<file path="src/rtl/alu_sys_pkg.sv">
// alu_sys_pkg: controller states, command bytes and ALU function codes
package alu_sys_pkg;

    typedef enum logic [2:0] {
        IDLE,
        GET_A,
        GET_B,
        GET_FUN,
        ALU_RUN,
        ALU_WAIT,
        SEND_LO,
        SEND_HI
    } state_t;

    localparam logic [7:0] CMD_ALU_OP  = 8'hCC;
    localparam logic [7:0] CMD_ALU_NOP = 8'hDD;

    localparam logic [3:0] FUN_ADD   = 4'd0;
    localparam logic [3:0] FUN_SUB   = 4'd1;
    localparam logic [3:0] FUN_MUL   = 4'd2;
    localparam logic [3:0] FUN_DIV   = 4'd3;
    localparam logic [3:0] FUN_AND   = 4'd4;
    localparam logic [3:0] FUN_OR    = 4'd5;
    localparam logic [3:0] FUN_NAND  = 4'd6;
    localparam logic [3:0] FUN_NOR   = 4'd7;
    localparam logic [3:0] FUN_XOR   = 4'd8;
    localparam logic [3:0] FUN_XNOR  = 4'd9;
    localparam logic [3:0] FUN_CMPEQ = 4'd10;
    localparam logic [3:0] FUN_CMPGT = 4'd11;
    localparam logic [3:0] FUN_CMPLT = 4'd12;
    localparam logic [3:0] FUN_SHR   = 4'd13;
    localparam logic [3:0] FUN_SHL   = 4'd14;

    // States in which an incoming RX byte cannot be consumed
    function automatic logic is_busy(state_t s);
        return s inside {ALU_RUN, ALU_WAIT, SEND_LO, SEND_HI};
    endfunction

endpackage

</file>
<file path="src/rtl/alu_result_serializer.sv">
// alu_result_serializer: holds the ALU result and sends it low byte first over valid/ready
module alu_result_serializer #(
    parameter int DATA_WIDTH = 8,
    parameter int OUT_WIDTH  = 2 * DATA_WIDTH
) (
    input  logic                  CLK,
    input  logic                  RST,
    input  logic                  start_i,
    input  logic [OUT_WIDTH-1:0]  result_i,
    input  logic                  tx_ready_i,
    output logic [DATA_WIDTH-1:0] tx_data_o,
    output logic                  tx_vld_o,
    output logic                  lo_done_o,
    output logic                  done_o
);

    logic [OUT_WIDTH-1:0] res_q;
    logic                 hi_q;
    logic                 vld_q;
    logic                 acc;

    assign acc       = vld_q && tx_ready_i;
    assign lo_done_o = acc && !hi_q;
    assign done_o    = acc && hi_q;
    assign tx_vld_o  = vld_q;
    assign tx_data_o = hi_q ? res_q[OUT_WIDTH-1:DATA_WIDTH] : res_q[DATA_WIDTH-1:0];

    // Load on start, advance to the high byte on first acceptance, release on second
    always_ff @(posedge CLK or posedge RST) begin
        if (RST) begin
            res_q <= '0;
            hi_q  <= 1'b0;
            vld_q <= 1'b0;
        end else if (start_i) begin
            res_q <= result_i;
            hi_q  <= 1'b0;
            vld_q <= 1'b1;
        end else if (acc) begin
            hi_q  <= 1'b1;
            vld_q <= !hi_q;
        end
    end

endmodule

</file>
<file path="src/rtl/alu_cmd_ctrl.sv">
// alu_cmd_ctrl: parses RX command frames, drives the ALU and returns its result on TX
module alu_cmd_ctrl
    import alu_sys_pkg::*;
#(
    parameter int DATA_WIDTH = 8,
    parameter int OUT_WIDTH  = 2 * DATA_WIDTH,
    parameter int TIMEOUT    = 16
) (
    input  logic                  CLK,
    input  logic                  RST,
    input  logic [DATA_WIDTH-1:0] RX_P_DATA,
    input  logic                  RX_D_VLD,
    output logic [DATA_WIDTH-1:0] ALU_A,
    output logic [DATA_WIDTH-1:0] ALU_B,
    output logic [3:0]            ALU_FUN,
    output logic                  ALU_EN,
    output logic                  ALU_CLK_EN,
    input  logic [OUT_WIDTH-1:0]  ALU_OUT,
    input  logic                  ALU_OUT_VALID,
    output logic [DATA_WIDTH-1:0] TX_P_DATA,
    output logic                  TX_D_VLD,
    input  logic                  TX_READY,
    output logic                  CMD_ERR,
    output logic                  RX_OVERRUN
);

    localparam int CW = $clog2(TIMEOUT);

    state_t                state_q, state_d;
    logic [DATA_WIDTH-1:0] a_q, a_d;
    logic [DATA_WIDTH-1:0] b_q, b_d;
    logic [3:0]            fun_q, fun_d;
    logic [CW-1:0]         cnt_q, cnt_d;
    logic                  en_q, clk_en_q;
    logic                  err_q, err_d;
    logic                  ovr_q, ovr_d;
    logic                  ser_start, lo_done, hi_done;

    assign ser_start  = (state_q == ALU_WAIT) && ALU_OUT_VALID;
    assign ALU_A      = a_q;
    assign ALU_B      = b_q;
    assign ALU_FUN    = fun_q;
    assign ALU_EN     = en_q;
    assign ALU_CLK_EN = clk_en_q;
    assign CMD_ERR    = err_q;
    assign RX_OVERRUN = ovr_q;

    // Next-state, operand capture, timeout and error/overrun detection
    always_comb begin
        state_d = state_q;
        a_d     = a_q;
        b_d     = b_q;
        fun_d   = fun_q;
        cnt_d   = cnt_q;
        err_d   = 1'b0;
        ovr_d   = RX_D_VLD && is_busy(state_q);
        case (state_q)
            IDLE: if (RX_D_VLD) begin
                if (RX_P_DATA == DATA_WIDTH'(CMD_ALU_OP))
                    state_d = GET_A;
                else if (RX_P_DATA == DATA_WIDTH'(CMD_ALU_NOP))
                    state_d = GET_FUN;
                else
                    err_d = 1'b1;
            end
            GET_A: if (RX_D_VLD) begin
                a_d     = RX_P_DATA;
                state_d = GET_B;
            end
            GET_B: if (RX_D_VLD) begin
                b_d     = RX_P_DATA;
                state_d = GET_FUN;
            end
            GET_FUN: if (RX_D_VLD) begin
                fun_d   = RX_P_DATA[3:0];
                state_d = ALU_RUN;
            end
            ALU_RUN: begin
                cnt_d   = '0;
                state_d = ALU_WAIT;
            end
            ALU_WAIT: begin
                if (ALU_OUT_VALID)
                    state_d = SEND_LO;
                else if (cnt_q == CW'(TIMEOUT - 1)) begin
                    err_d   = 1'b1;
                    state_d = IDLE;
                end else
                    cnt_d = cnt_q + 1'b1;
            end
            SEND_LO: if (lo_done) state_d = SEND_HI;
            SEND_HI: if (hi_done) state_d = IDLE;
        endcase
    end

    // State and registered outputs; ALU strobes are decoded from the next state
    always_ff @(posedge CLK or posedge RST) begin
        if (RST) begin
            state_q  <= IDLE;
            a_q      <= '0;
            b_q      <= '0;
            fun_q    <= '0;
            cnt_q    <= '0;
            en_q     <= 1'b0;
            clk_en_q <= 1'b0;
            err_q    <= 1'b0;
            ovr_q    <= 1'b0;
        end else begin
            state_q  <= state_d;
            a_q      <= a_d;
            b_q      <= b_d;
            fun_q    <= fun_d;
            cnt_q    <= cnt_d;
            en_q     <= state_d == ALU_RUN;
            clk_en_q <= state_d inside {ALU_RUN, ALU_WAIT};
            err_q    <= err_d;
            ovr_q    <= ovr_d;
        end
    end

    alu_result_serializer #(
        .DATA_WIDTH(DATA_WIDTH),
        .OUT_WIDTH (OUT_WIDTH)
    ) u_ser (
        .CLK       (CLK),
        .RST       (RST),
        .start_i   (ser_start),
        .result_i  (ALU_OUT),
        .tx_ready_i(TX_READY),
        .tx_data_o (TX_P_DATA),
        .tx_vld_o  (TX_D_VLD),
        .lo_done_o (lo_done),
        .done_o    (hi_done)
    );

endmodule

</file>
<file path="config.mk">
export PLATFORM = sky130hd
export DESIGN_NAME = alu_cmd_ctrl
export DESIGN_NICKNAME = d
export VERILOG_FILES = /design/src/rtl/alu_sys_pkg.sv /design/src/rtl/alu_result_serializer.sv /design/src/rtl/alu_cmd_ctrl.sv
export SDC_FILE = /design/constraint.sdc
export NUM_CORES = 1
export LEC_CHECK = 0
export CORE_ASPECT_RATIO = 1.75
export CORE_UTILIZATION = 47
export DETAILED_ROUTE_END_ITERATION = 8
export PLACE_DENSITY = 0.79
export REMOVE_ABC_BUFFERS = 1
export SYNTH_ARGS = -nofsm -noshare
export SYNTH_HDL_FRONTEND = slang
export SYNTH_SLANG_ARGS = --single-unit
</file>
<file path="constraint.sdc">
create_clock -name CLK -period 2.4 [get_ports CLK]
set_clock_uncertainty 0.2 [all_clocks]
set_input_delay 0.24 -clock CLK [delete_from_list [all_inputs] [get_ports CLK]]
set_output_delay 0.24 -clock CLK [all_outputs]
set_load 0.02 [all_outputs]
</file>
-- Word level (Yosys, flattened, before mapping)
Index checks and enable logic that the tools add are counted.
- word-level logic and storage cells: 67
- output and inout port bits: 33
- bits of input ports: 29
- register bits: 49
- multiplexer cells: 25
- reductions and logical operators: 15
- equal/unequal tests: 14
- add/sub/neg operators: 1
- operator list (cell ; count):
    two-way mux 3 bit ; 10
    case mux 3 bit (8 select lines) ; 1
    == test 3 bit (second input constant) ; 6
    == test 8 bit (second input constant) ; 2
    two-way mux 1 bit ; 9
    two-way mux 4 bit ; 2
    two-way mux 8 bit ; 1
    case mux 4 bit (2 select lines) ; 1
    == test 3 x 2 -> 1 bit (second input constant) ; 2
    AND reduction 2 bit ; 3
    nonzero test 2 bit ; 3
    logical AND 1 bit ; 5
    adder 4 x 1 -> 4 bit (second input constant) ; 1
    == test 4 bit (second input constant) ; 1
    != test 2 bit (second input constant) ; 2
    nonzero test 4 bit ; 1
    == test 3 x 1 -> 1 bit (second input constant) ; 1
    logical NOT 3 bit ; 1
    AND reduction 3 bit ; 1
    case mux 1 bit (2 select lines) ; 1
    logical NOT 1 bit ; 1

-- Logic depth before layout (Yosys ltp)
Gate-level depths: netlist of the first run.
- depth in word-level cells: 7
- mapped depth: 7
- gate-level depth less buffers: 5

-- Modules after synthesis
Synthesis of the first run repeated with hierarchy kept, for this count alone.
- cells, all modules: 164
- area, all modules: 2227.1 um^2
- modules (own cells, without submodules) (module ; instances ; cells each ; area an instance (um^2)):
    alu_cmd_ctrl ; 1 ; 111 ; 1398.8
    alu_result_serializer ; 1 ; 53 ; 828.3

-- Worst setup path before layout of the first run
No wires, ideal clock.
- kind: flip-flop to flip-flop
- start: register state_q[2]
- end: register b_q[0], in the netlist ALU_B[0]
- buffers on the path: 1
- data required time: 2.075 ns
- stages on the path, launching flop included: 5
- library setup time: 0.125 ns
- period minus slack after synthesis: 1.672 ns
- slack: 0.728 ns
- data arrival time: 1.347 ns
- cells stage by stage: dfrtp_1 -> buf_6 -> nand2b_4 -> nor3b_4 -> mux2_2
- word-level cells in the longest chain between the ends: 2
- RTL lines (what ; line ; source):
    from (decl) ; alu_cmd_ctrl.sv:29 ; state_t state_q, state_d;
    from (signal assigned) ; alu_cmd_ctrl.sv:109 ; state_q <= state_d;
    == test 3 x 2 -> 1 bit ; alu_cmd_ctrl.sv:57 ; case (state_q)
    AND reduction 2 bit (no source line) ; -- ;
    to (signal assigned) ; alu_cmd_ctrl.sv:101 ; b_q <= '0;
    to (signal assigned) ; alu_cmd_ctrl.sv:111 ; b_q <= b_d;
    to (decl) ; alu_cmd_ctrl.sv:31 ; logic [DATA_WIDTH-1:0] b_q, b_d;
Every way passes these cells.
A chain may end at the register's enable or synchronous reset.

-- Worst setup path after layout of the first run
- start: register u_ser.hi_q
- end: output TX_P_DATA[0]
- word-level cells in the longest chain between the ends: 1
- RTL lines (what ; line ; source):
    from (decl) ; alu_result_serializer.sv:18 ; logic hi_q;
    from (signal assigned) ; alu_result_serializer.sv:32 ; hi_q <= 1'b0;
    from (signal assigned) ; alu_result_serializer.sv:36 ; hi_q <= 1'b0;
    from (signal assigned) ; alu_result_serializer.sv:39 ; hi_q <= 1'b1;
    two-way mux 8 bit ; alu_result_serializer.sv:26 ; assign tx_data_o = hi_q ? res_q[OUT_WIDTH-1:DATA_WIDTH] : res_q[DATA_WIDTH-1:0];
    to (decl) ; alu_cmd_ctrl.sv:20 ; output logic [DATA_WIDTH-1:0] TX_P_DATA,
Every way passes these cells.

==> results of run 1 <==
-- state kept, by name, indices dropped and copies added (netlist names) --
name,flops
ALU_A,8
u_ser.hi_q,1
ALU_B,8
ALU_FUN,4
CMD_ERR,1
ALU_EN,1
ALU_CLK_EN,1
cnt_q,4
u_ser.res_q,16
u_ser.tx_vld_o,1
RX_OVERRUN,1
state_q,3
-- power groups by stage --
| stage | combinational, mW | clock (mW) | sequential (mW) |
|---|---|---|---|
| 6_report | 1.74 | 0.484 | 1.50 |
| 5_1_grt | 1.87 | 0.520 | 1.54 |
| 4_1_cts | 1.76 | 0.494 | 1.50 |
| 3_5_place_dp | 1.75 | 0 | 1.51 |
| 3_3_place_gp | 1.72 | 0 | 1.50 |
| 2_1_floorplan | 0.779 | 0 | 1.68 |
-- final cells by class --
class	instances	area, sq um
sequential	49	1230
timing repair buffer	63	638
clock buffer	7	86.3
multi-input combinational	141	870
fill	376	1510
inverter	3	11.3
tap	51	63.8
-- metal layers --
| layer | vias up | wire (microns) | track usage |
|---|---|---|---|
| met5 | - | 0 | 0 |
| met4 | 0 | 95 | 0.0899 |
| met3 | 10 | 172 | 0.0398 |
| met2 | 42 | 2390 | 0.342 |
| met1 | 778 | 1830 | 0.252 |
| li1 | 801 | - | - |
-- worst max-delay path, delay by kind of cell (launching register included) --
| family | cells | cell delay, ps |
|---|---|---|
| buf+inv | 1 | 540 |
| mux | 1 | 400 |
| flops | 1 | 630 |
-- final timing paths --
path | startpoint | end | slack (ps) | cells after the start
min in group CLK | ALU_OUT[2] | u_ser.res_q[2] | 260 | 3
min reg2reg | u_ser.res_q[7] | u_ser.res_q[7] | 270 | 2
max in group asynchronous | RST | ALU_A[2] | 1400 | 3
max reg2reg | state_q[0] | ALU_A[6] | 400 | 3
min | RST | ALU_B[2] | 80 | 2
max | u_ser.hi_q | TX_P_DATA[0] | 90 | 2
-- logic make-up (layout without fill, tap and decap cells) --
kind of cell | after synthesis | count (layout) | synth area share
AND/OR/NAND/NOR | 95 | 95 | 0.202
flip-flops | 49 | 49 | 0.565
multiplexers | 25 | 25 | 0.130
XOR/XNOR | 1 | 1 | 0.00404
buffers and inverters | 13 | 73 | 0.0346
AO/OA/AOI/OAI | 19 | 19 | 0.0588
adder cells (fa/ha/maj) | 1 | 1 | 0.00576
-- metrics by stage --
step	setup WS, ps	total power, mW	util
after floorplan	624	2.46	-
after global placement	348	3.22	0.638
after detailed placement	296	3.26	0.638
after CTS	70.8	3.75	0.657
after global routing	21.7	3.93	0.657
final	87.1	3.72	0.657
-- cells in the final DEF (no fill, tap or decap), types with 2 or more instances in the layout --
cell | synthesis | layout
sky130_fd_sc_hd__a21boi_0 | 2 | 2
sky130_fd_sc_hd__a21oi_1 | 5 | 5
sky130_fd_sc_hd__a31oi_1 | 4 | 4
sky130_fd_sc_hd__and2_1 | 2 | 2
sky130_fd_sc_hd__and3_1 | 2 | 2
sky130_fd_sc_hd__clkbuf_8 | 0 | 6
sky130_fd_sc_hd__clkdlybuf4s50_1 | 0 | 61
sky130_fd_sc_hd__dfrtp_1 | 49 | 49
sky130_fd_sc_hd__inv_1 | 3 | 2
sky130_fd_sc_hd__mux2_2 | 25 | 25
sky130_fd_sc_hd__nand2_1 | 67 | 67
sky130_fd_sc_hd__nand3_1 | 7 | 7
sky130_fd_sc_hd__nor2_1 | 5 | 5
sky130_fd_sc_hd__nor3_1 | 2 | 2
==> impl_metrics.csv, run 1 <==
group,metric,value,unit
status,status,"completed",
timing,layout_min_cycle_time,2310,ps
yosys,synth_area_leader_cell,"sky130_fd_sc_hd__dfrtp_1",
final_layout,layout-area-overhead-vs-synth,33.4,%
yosys,synth_ff_type,"sky130_fd_sc_hd__dfrtp_1",
worst_setup_path,path_class,"reg2out",
clock_network,clkSinkCount,49,
place,placed_cells,307,
yosys,share_of_synthesized_registers_carrying_an_async_set_or_reset,1.00,
drt,vias,1631,
floorplanning,fp.dieArea,4910,sq um
final_layout,layout.nets,293,
floorplanning,io-pin-count,62,
power,comb_power_share,0.467,
clock_network,htree_num_levels,2,
clock_network,cts.reportedPaths.clkPinSlew,80,ps
power,pwr_density_cell,1280,nW/um^2
clock_network,cts_hold_buf,0,
timing,hold_ws,82.0,ps
yosys,synth_most_common_cell,"sky130_fd_sc_hd__nand2_1",
timing,totalNegativeSetupSlack,0,ps
power,power.share.switching,0.368,
global_routing,grt_pass1_vias,1611,
power,p_int,2.35,mW
yosys,synthesis.yosys.warnings,0,
drt,violation_count_after_the_first_detailed_routing_iteration,11,
clock_network,tritoncts_buffers,5,
yosys,number_of_enable_flip_flop_cells_after_synthesis,0,
yosys,syn-cell-area,2170,sq um
drt,viasPerCell,5.19,
worst_setup_path,critPathSlowestCell,"sky130_fd_sc_hd__dfrtp_1",
yosys,post_synth_inst_count,203,
clock_network,post_cts_resized,0,
clock_network,worst_skew_pair.late_latency,300,ps
clock_network,tritoncts,"yes",
place,io_buffers,61,
floorplanning,placeableCoreArea,4400,sq um
final_layout,final_layout_size_suffix_gt1_frac,0.148,
floorplanning,placementRows,32,
worst_setup_path,cp-end-kind,"primary output",
yosys,synth.top_cells.by_area,"sky130_fd_sc_hd__dfrtp_1 (56%), sky130_fd_sc_hd__mux2_2 (13%), sky130_fd_sc_hd__nand2_1 (12%)",
drt,route.final.wire_length,4490,microns
timing,max_slew_margin,0.663,
power,netSwitchingPower,1.37,mW
timing,timing.final.crit_share,0.964,
yosys,synth.top_cells.by_count,"sky130_fd_sc_hd__nand2_1 (67), sky130_fd_sc_hd__dfrtp_1 (49), sky130_fd_sc_hd__mux2_2 (25)",
floorplanning,initial_utilization,0.493,
power,p_leak,1.34,nW
yosys,yosysTopAreaCellShare,0.565,
final_layout,final_cells,314,
yosys,yosysSeqAreaShare,0.565,
drt,dr.pass1.iters,4,
global_routing,grt_util_all_layers,0.207,
place,finalWeightedCongestion,0.797,
worst_setup_path,start_kind,"flip-flop",
worst_setup_path,crit_path_cell_trace,"mux2_2 > clkdlybuf4s50_1",
drt,wl_per_cell,14.3,microns
floorplanning,fp.dieH,91.9,microns
power,ir_worst_vdd,0.849,mV
global_routing,aggregate_global_routing_overflow,0,
worst_setup_path,cp.arrival,1870,ps
timing,finalSetupViolations,0,
yosys,synth.ff_latch_count,49,
yosys,synth.lib_cells_used.distinct,37,
timing,final-hold-violation-count,0,
final_layout,num_antenna_cells,0,
drt,ant_nets,0,
worst_setup_path,critical-path-max-stage-delay,630,ps
timing,rsz0062_at_grt,"false",
place,dp_hpwl,3260,microns
worst_setup_path,critical_path_peak_fanout,12,
clock_network,cts_post_setup_buffers_inserted,0,
timing,final-max-slew-violation-count,0,
worst_setup_path,crit_required,1960,ps
global_routing,antenna_violations_before_repair,0,
clock_network,ctsRootBufferMaster,"sky130_fd_sc_hd__clkbuf_8",
global_routing,grt_pass1_wl,7350,microns
floorplanning,fp.dieW,53.4,microns
drt,drc_errors,0,
global_routing,largest_net_degree_at_the_start_of_global_routing,28,
power,sequentialPowerShare,0.402,
place,placedInstanceArea,2810,sq um
power,pwr-share-clk,0.130,
yosys,syn_avg_cell_area,10.7,sq um
job,timing.max_cap.violations,0,
timing,maxClockFrequency,0.432,GHz
clock_network,cts_max_path_buffers,2,
timing,tightest_slew,504,ps
hold_path,worst_hold_path_type,"in2async",
final_layout,cell_area_after_layout,2900,sq um
Note: power is estimated with default switching activity, not from simulation.
==> run 2: changes to the inputs <==
==> constraint.sdc (replaced) <==
create_clock -name CLK -period 2.3 [get_ports CLK]
set_clock_uncertainty 0.2 [all_clocks]
set_input_delay 0.23 -clock CLK [delete_from_list [all_inputs] [get_ports CLK]]
set_output_delay 0.23 -clock CLK [all_outputs]
set_load 0.02 [all_outputs]
==> impl_metrics.csv, run 2 (synthesized netlist as in run 1, its figures left out) <==
group,metric,value,unit
floorplanning,placementRows,32,
status,status,"completed",
clock_network,cts_max_path_buffers,2,
timing,final-max-slew-violation-count,0,
worst_setup_path,cp.arrival,1740,ps
clock_network,ctsRootBufferMaster,"sky130_fd_sc_hd__clkbuf_8",
final_layout,final_cells,316,
worst_setup_path,critical_path_peak_fanout,12,
worst_setup_path,cp-end-kind,"primary output",
clock_network,clkSinkCount,49,
worst_setup_path,critical_path.reg2reg.startpoint,"state_q[2]",
final_layout,layout-area-overhead-vs-synth,36.0,%
global_routing,grt_pass1_vias,1683,
power,power.share.switching,0.354,
place,placed_cells,308,
worst_setup_path,start_kind,"flip-flop",
power,pwr_density_cell,1390,nW/um^2
timing,totalNegativeSetupSlack,0,ps
drt,drc_errors,0,
job,timing.max_cap.violations,0,
global_routing,largest_net_degree_at_the_start_of_global_routing,28,
power,p_leak,1.37,nW
clock_network,tritoncts,"yes",
final_layout,layout.cells.most_common_list,"sky130_fd_sc_hd__nand2_1 (67), sky130_fd_sc_hd__clkdlybuf4s50_1 (61), sky130_fd_sc_hd__dfrtp_1 (48), sky130_fd_sc_hd__mux2_2 (25), sky130_fd_sc_hd__nand3_1 (7)",
place,io_buffers,61,
worst_setup_path,path_class,"reg2out",
clock_network,worst_skew_pair.late_latency,300,ps
global_routing,aggregate_global_routing_overflow,0,
worst_setup_path,critical-path-max-stage-delay,540,ps
timing,layout_min_cycle_time,2170,ps
power,pwr-share-clk,0.176,
worst_setup_path,rrSetupSlack,440,ps
floorplanning,placeableCoreArea,4400,sq um
drt,route.final.wire_length,4510,microns
global_routing,antenna_violations_before_repair,0,
floorplanning,fp.dieArea,4910,sq um
floorplanning,fp.dieH,91.9,microns
floorplanning,initial_utilization,0.493,
final_layout,largest_register_ffs,16,
power,finalPower,4.11,mW
timing,max_slew_margin,0.633,
drt,dr.pass1.iters,4,
place,dp_hpwl,3240,microns
clock_network,cts_hold_buf,0,
power,comb_power_share,0.450,
power,ir_worst_vdd,0.944,mV
timing,finalSetupViolations,0,
worst_setup_path,critPathSlowestCell,"sky130_fd_sc_hd__clkdlybuf4s50_1",
global_routing,grt_pass1_wl,7700,microns
drt,ant_nets,0,
worst_setup_path,worst_r2r_path_depth,3,
final_layout,num_antenna_cells,0,
timing,maxClockFrequency,0.460,GHz
clock_network,cts_post_setup_buffers_inserted,0,
clock_network,tritoncts_buffers,5,
timing,timing.final.crit_share,0.945,
timing,final-hold-violation-count,0,
final_layout,layout.nets,294,
drt,wl_per_cell,14.3,microns
timing,rsz0062_at_grt,"false",
power,netSwitchingPower,1.46,mW
clock_network,post_cts_resized,1,
final_layout,layout.filler_cells,359,
drt,vias,1645,
floorplanning,fp.dieW,53.4,microns
final_layout,final_layout_size_suffix_gt1_frac,0.162,
clock_network,cts.reportedPaths.clkPinSlew,90,ps
place,finalWeightedCongestion,0.818,
floorplanning,io-pin-count,62,
hold_path,worst_hold_path_type,"in2async",
power,sequentialPowerShare,0.374,
global_routing,grt_util_all_layers,0.217,
clock_network,htree_num_levels,2,
drt,violation_count_after_the_first_detailed_routing_iteration,25,
final_layout,regMostFlops,"u_ser.res_q",
worst_setup_path,crit_path_cell_trace,"mux2_2 > clkdlybuf4s50_1",
drt,viasPerCell,5.21,
timing,tightest_slew,549,ps
worst_setup_path,r2r-end,"ALU_B[6]",
power,p_int,2.66,mW
final_layout,most_common_library_cell_in_the_layout_ignoring_fill_and_taps,"sky130_fd_sc_hd__nand2_1",
worst_setup_path,crit_required,1870,ps
[run 2: cell count changes in the layout (fill, tap and decap cells not counted), sizes merged]
cell and change:
bufinv +2, clkbuf -2, buf +1, clkinv +1
[run 2: per-layer routing]
layer	share of wire	routed length [microns]	vias up	GRT usage
met4	0.019	87	0	0.0855
met1	0.41	1860	804	0.270
met5	0	0	-	0
met3	0.034	152	7	0.0514
li1	-	-	805	-
met2	0.53	2410	29	0.350
[run 2: how the worst max path moves through the flow]
stage | from | to | slack [ps] | depth (start not counted)
2_1_floorplan | state_q[0] | ALU_A[0] | 520 | 3
3_3_place_gp | RX_D_VLD | ALU_B[5] | 260 | 4
3_5_place_dp | RX_D_VLD | ALU_B[6] | 180 | 4
4_1_cts | u_ser.hi_q | TX_P_DATA[5] | 110 | 2
5_1_grt | u_ser.hi_q | TX_P_DATA[5] | 70 | 2
6_report | u_ser.hi_q | TX_P_DATA[5] | 130 | 2
[run 2: power by group through the flow]
| stage | registers, mW | logic [mW] | clock network (mW) |
|---|---|---|---|
| finish | 1.54 | 1.85 | 0.722 |
| global route | 1.59 | 2.00 | 0.769 |
| CTS | 1.54 | 1.87 | 0.735 |
| detailed placement | 1.55 | 1.86 | 0 |
| global placement | 1.54 | 1.83 | 0 |
| floorplan | 1.75 | 0.813 | 0 |
[run 2: cell type report]
cell class / count / area, sq um / area share
Tap cell: 51 / 63.8 / 0.0216
Sequential cell: 49 / 1230 / 0.416
Clock inverter: 3 / 65.1 / 0.0220
Timing Repair Buffer: 64 / 646 / 0.219
Clock buffer: 5 / 68.8 / 0.0233
Inverter: 3 / 11.3 / 0.00382
Multi-Input combinational cell: 141 / 870 / 0.295
[run 2: through the flow]
step                 util  cell area (sq um)  hold WS, ps  worst slack (ps)
floorplan               -               2110          112               524
global placement    0.639               2820          253               259
detailed placement  0.639               2820          258               185
CTS                 0.670               2950         70.7               110
global route        0.670               2950         97.5              70.3
finish              0.670               2950         62.6               127
[run 2: worst max-delay path, delay by kind of cell, from the launching register on]
kind / cells / cell delay, ps
muxes: 1 / 380
DFF: 1 / 520
buffers and inverters: 1 / 540
==> run 3: changes to the inputs <==
==> constraint.sdc (replaced) <==
create_clock -name CLK -period 2.3 [get_ports CLK]
set_clock_uncertainty 0.2 [all_clocks]
set_input_delay 0.46 -clock CLK [delete_from_list [all_inputs] [get_ports CLK]]
set_output_delay 0.46 -clock CLK [all_outputs]
set_load 0.02 [all_outputs]
==> impl_metrics.csv, run 3 (synthesized netlist as in run 1, its figures left out) <==
group,metric,value,unit
global_routing,grt_pass1_vias,1697,
place,io_buffers,61,
timing,hold_ws,283,ps
floorplanning,initial_utilization,0.493,
timing,finalSetupViolations,0,
clock_network,tritoncts_buffers,5,
final_layout,largest_register_ffs,16,
drt,vias,1687,
worst_setup_path,start_kind,"flip-flop",
timing,max_slew_margin,0.657,
clock_network,htree_num_levels,2,
worst_setup_path,path_class,"reg2out",
place,placedInstanceArea,2870,sq um
drt,dr.pass1.iters,6,
clock_network,worst_skew_pair.late_latency,300,ps
worst_setup_path,cp-end-kind,"primary output",
timing,maxClockFrequency,0.461,GHz
drt,violation_count_after_the_first_detailed_routing_iteration,29,
drt,wl_per_cell,15.1,microns
final_layout,layout.cells.most_common_list,"sky130_fd_sc_hd__nand2_1 (67), sky130_fd_sc_hd__clkdlybuf4s50_1 (53), sky130_fd_sc_hd__dfrtp_1 (48), sky130_fd_sc_hd__mux2_2 (25), sky130_fd_sc_hd__dlygate4sd2_1 (8)",
global_routing,aggregate_global_routing_overflow,0,
floorplanning,io-pin-count,62,
timing,final-hold-violation-count,0,
clock_network,cts.reportedPaths.clkPinSlew,90,ps
global_routing,largest_net_degree_at_the_start_of_global_routing,50,
final_layout,multi_input_comb_area,870,sq um
status,status,"completed",
clock_network,tritoncts,"yes",
job,timing.max_cap.violations,0,
clock_network,cts_max_path_buffers,2,
worst_setup_path,critPathSlowestCell,"sky130_fd_sc_hd__dfrtp_2",
place,dp_hpwl,3450,microns
power,pwr_density_cell,1350,nW/um^2
hold_path,worst_hold_path_type,"reg2reg",
final_layout,cell_area_after_layout,3000,sq um
timing,final_critical_path_setup_slack,130,ps
final_layout,final_layout_size_suffix_gt1_frac,0.181,
drt,viasPerCell,5.24,
final_layout,layout.nets,300,
global_routing,grt_util_all_layers,0.221,
global_routing,grt_pass1_wl,7890,microns
place,finalWeightedCongestion,0.783,
floorplanning,fp.dieW,53.4,microns
power,ir_worst_vdd,0.916,mV
final_layout,seq_area,1230,sq um
drt,route.final.wire_length,4870,microns
final_layout,most_common_library_cell_in_the_layout_ignoring_fill_and_taps,"sky130_fd_sc_hd__nand2_1",
floorplanning,placeableCoreArea,4400,sq um
floorplanning,fp.dieArea,4910,sq um
timing,layout_min_cycle_time,2170,ps
timing,timing.final.crit_share,0.943,
final_layout,regMostFlops,"u_ser.res_q",
timing,final-max-slew-violation-count,0,
clock_network,ctsRootBufferMaster,"sky130_fd_sc_hd__clkbuf_8",
floorplanning,placementRows,32,
final_layout,num_antenna_cells,0,
power,p_leak,1.42,nW
timing,tightest_slew,513,ps
drt,ant_nets,0,
final_layout,layout-area-overhead-vs-synth,38.0,%
place,pre_cts_setup_slack,110,ps
drt,drc_errors,0,
timing,rsz0062_at_grt,"false",
final_layout,layout.filler_cells,353,
worst_setup_path,critical_path_peak_fanout,6,
timing,totalNegativeSetupSlack,0,ps
clock_network,clkSinkCount,49,
floorplanning,fp.dieH,91.9,microns
worst_setup_path,crit_path_cell_trace,"buf_2 > mux2_2 > dlygate4sd2_1",
worst_setup_path,crit_required,1640,ps
worst_setup_path,cp.arrival,1510,ps
worst_setup_path,critical-path-max-stage-delay,360,ps
global_routing,antenna_violations_before_repair,0,
-- run 3: final timing paths --
check / start / endpoint / slack (ps) / depth (start not counted)
hold / removal: u_ser.res_q[13] / u_ser.res_q[13] / 280 / 2
min in group asynchronous: RST / ALU_B[2] / 310 / 3
max in group asynchronous: RST / u_ser.hi_q / 1350 / 3
hold reg to reg: u_ser.res_q[13] / u_ser.res_q[13] / 280 / 2
setup / recovery: u_ser.hi_q / TX_P_DATA[0] / 130 / 3
setup reg to reg: cnt_q[0] / cnt_q[0] / 500 / 5
-- run 3: metal layers --
| layer | wire, microns | global-route usage | part of all wire | up-vias |
|---|---|---|---|---|
| li1 | - | - | - | 810 |
| met1 | 1920 | 0.262 | 0.40 | 816 |
| met2 | 2630 | 0.373 | 0.54 | 46 |
| met3 | 168 | 0.0415 | 0.035 | 15 |
| met4 | 145 | 0.0987 | 0.030 | 0 |
| met5 | 0 | 0 | 0 | - |
-- run 3: where the power goes --
group | switching (mW) | internal [mW] | total [mW]
Clock | 0.283 | 0.353 | 0.637
Sequential | 0.268 | 1.25 | 1.52
Combinational | 0.937 | 0.960 | 1.90
Total | 1.49 | 2.56 | 4.05
-- run 3: what timing repair did --
item,4_1_cts,5_1_grt
buffers inserted,2,0
setup endpoints to repair,8,0
gates resized for setup,9,0
hold buffers,0,0
-- run 3: through the flow --
stage / total power [mW] / instances / util
floorplan: 2.56 / 193 / -
global placement: 3.41 / 312 / 0.652
detailed placement: 3.47 / 312 / 0.652
CTS: 4.09 / 322 / 0.680
global route: 4.28 / 322 / 0.680
finish: 4.05 / 322 / 0.680
-- run 3: area by class of cell --
| type | instances | area share |
|---|---|---|
| flip-flops and latches | 49 | 0.410 |
| multi-input cells | 141 | 0.290 |
| repair buffers | 70 | 0.235 |
| clock buffers | 6 | 0.0276 |
| well taps | 51 | 0.0213 |
| clock inverters | 2 | 0.0125 |
| inverters | 3 | 0.00376 |
-- run 3: worst max-delay path, delay by kind of cell (launching register included) --
kind,cells,cell delay [ps]
mux,1,340
flops,1,360
buf+inv,2,510
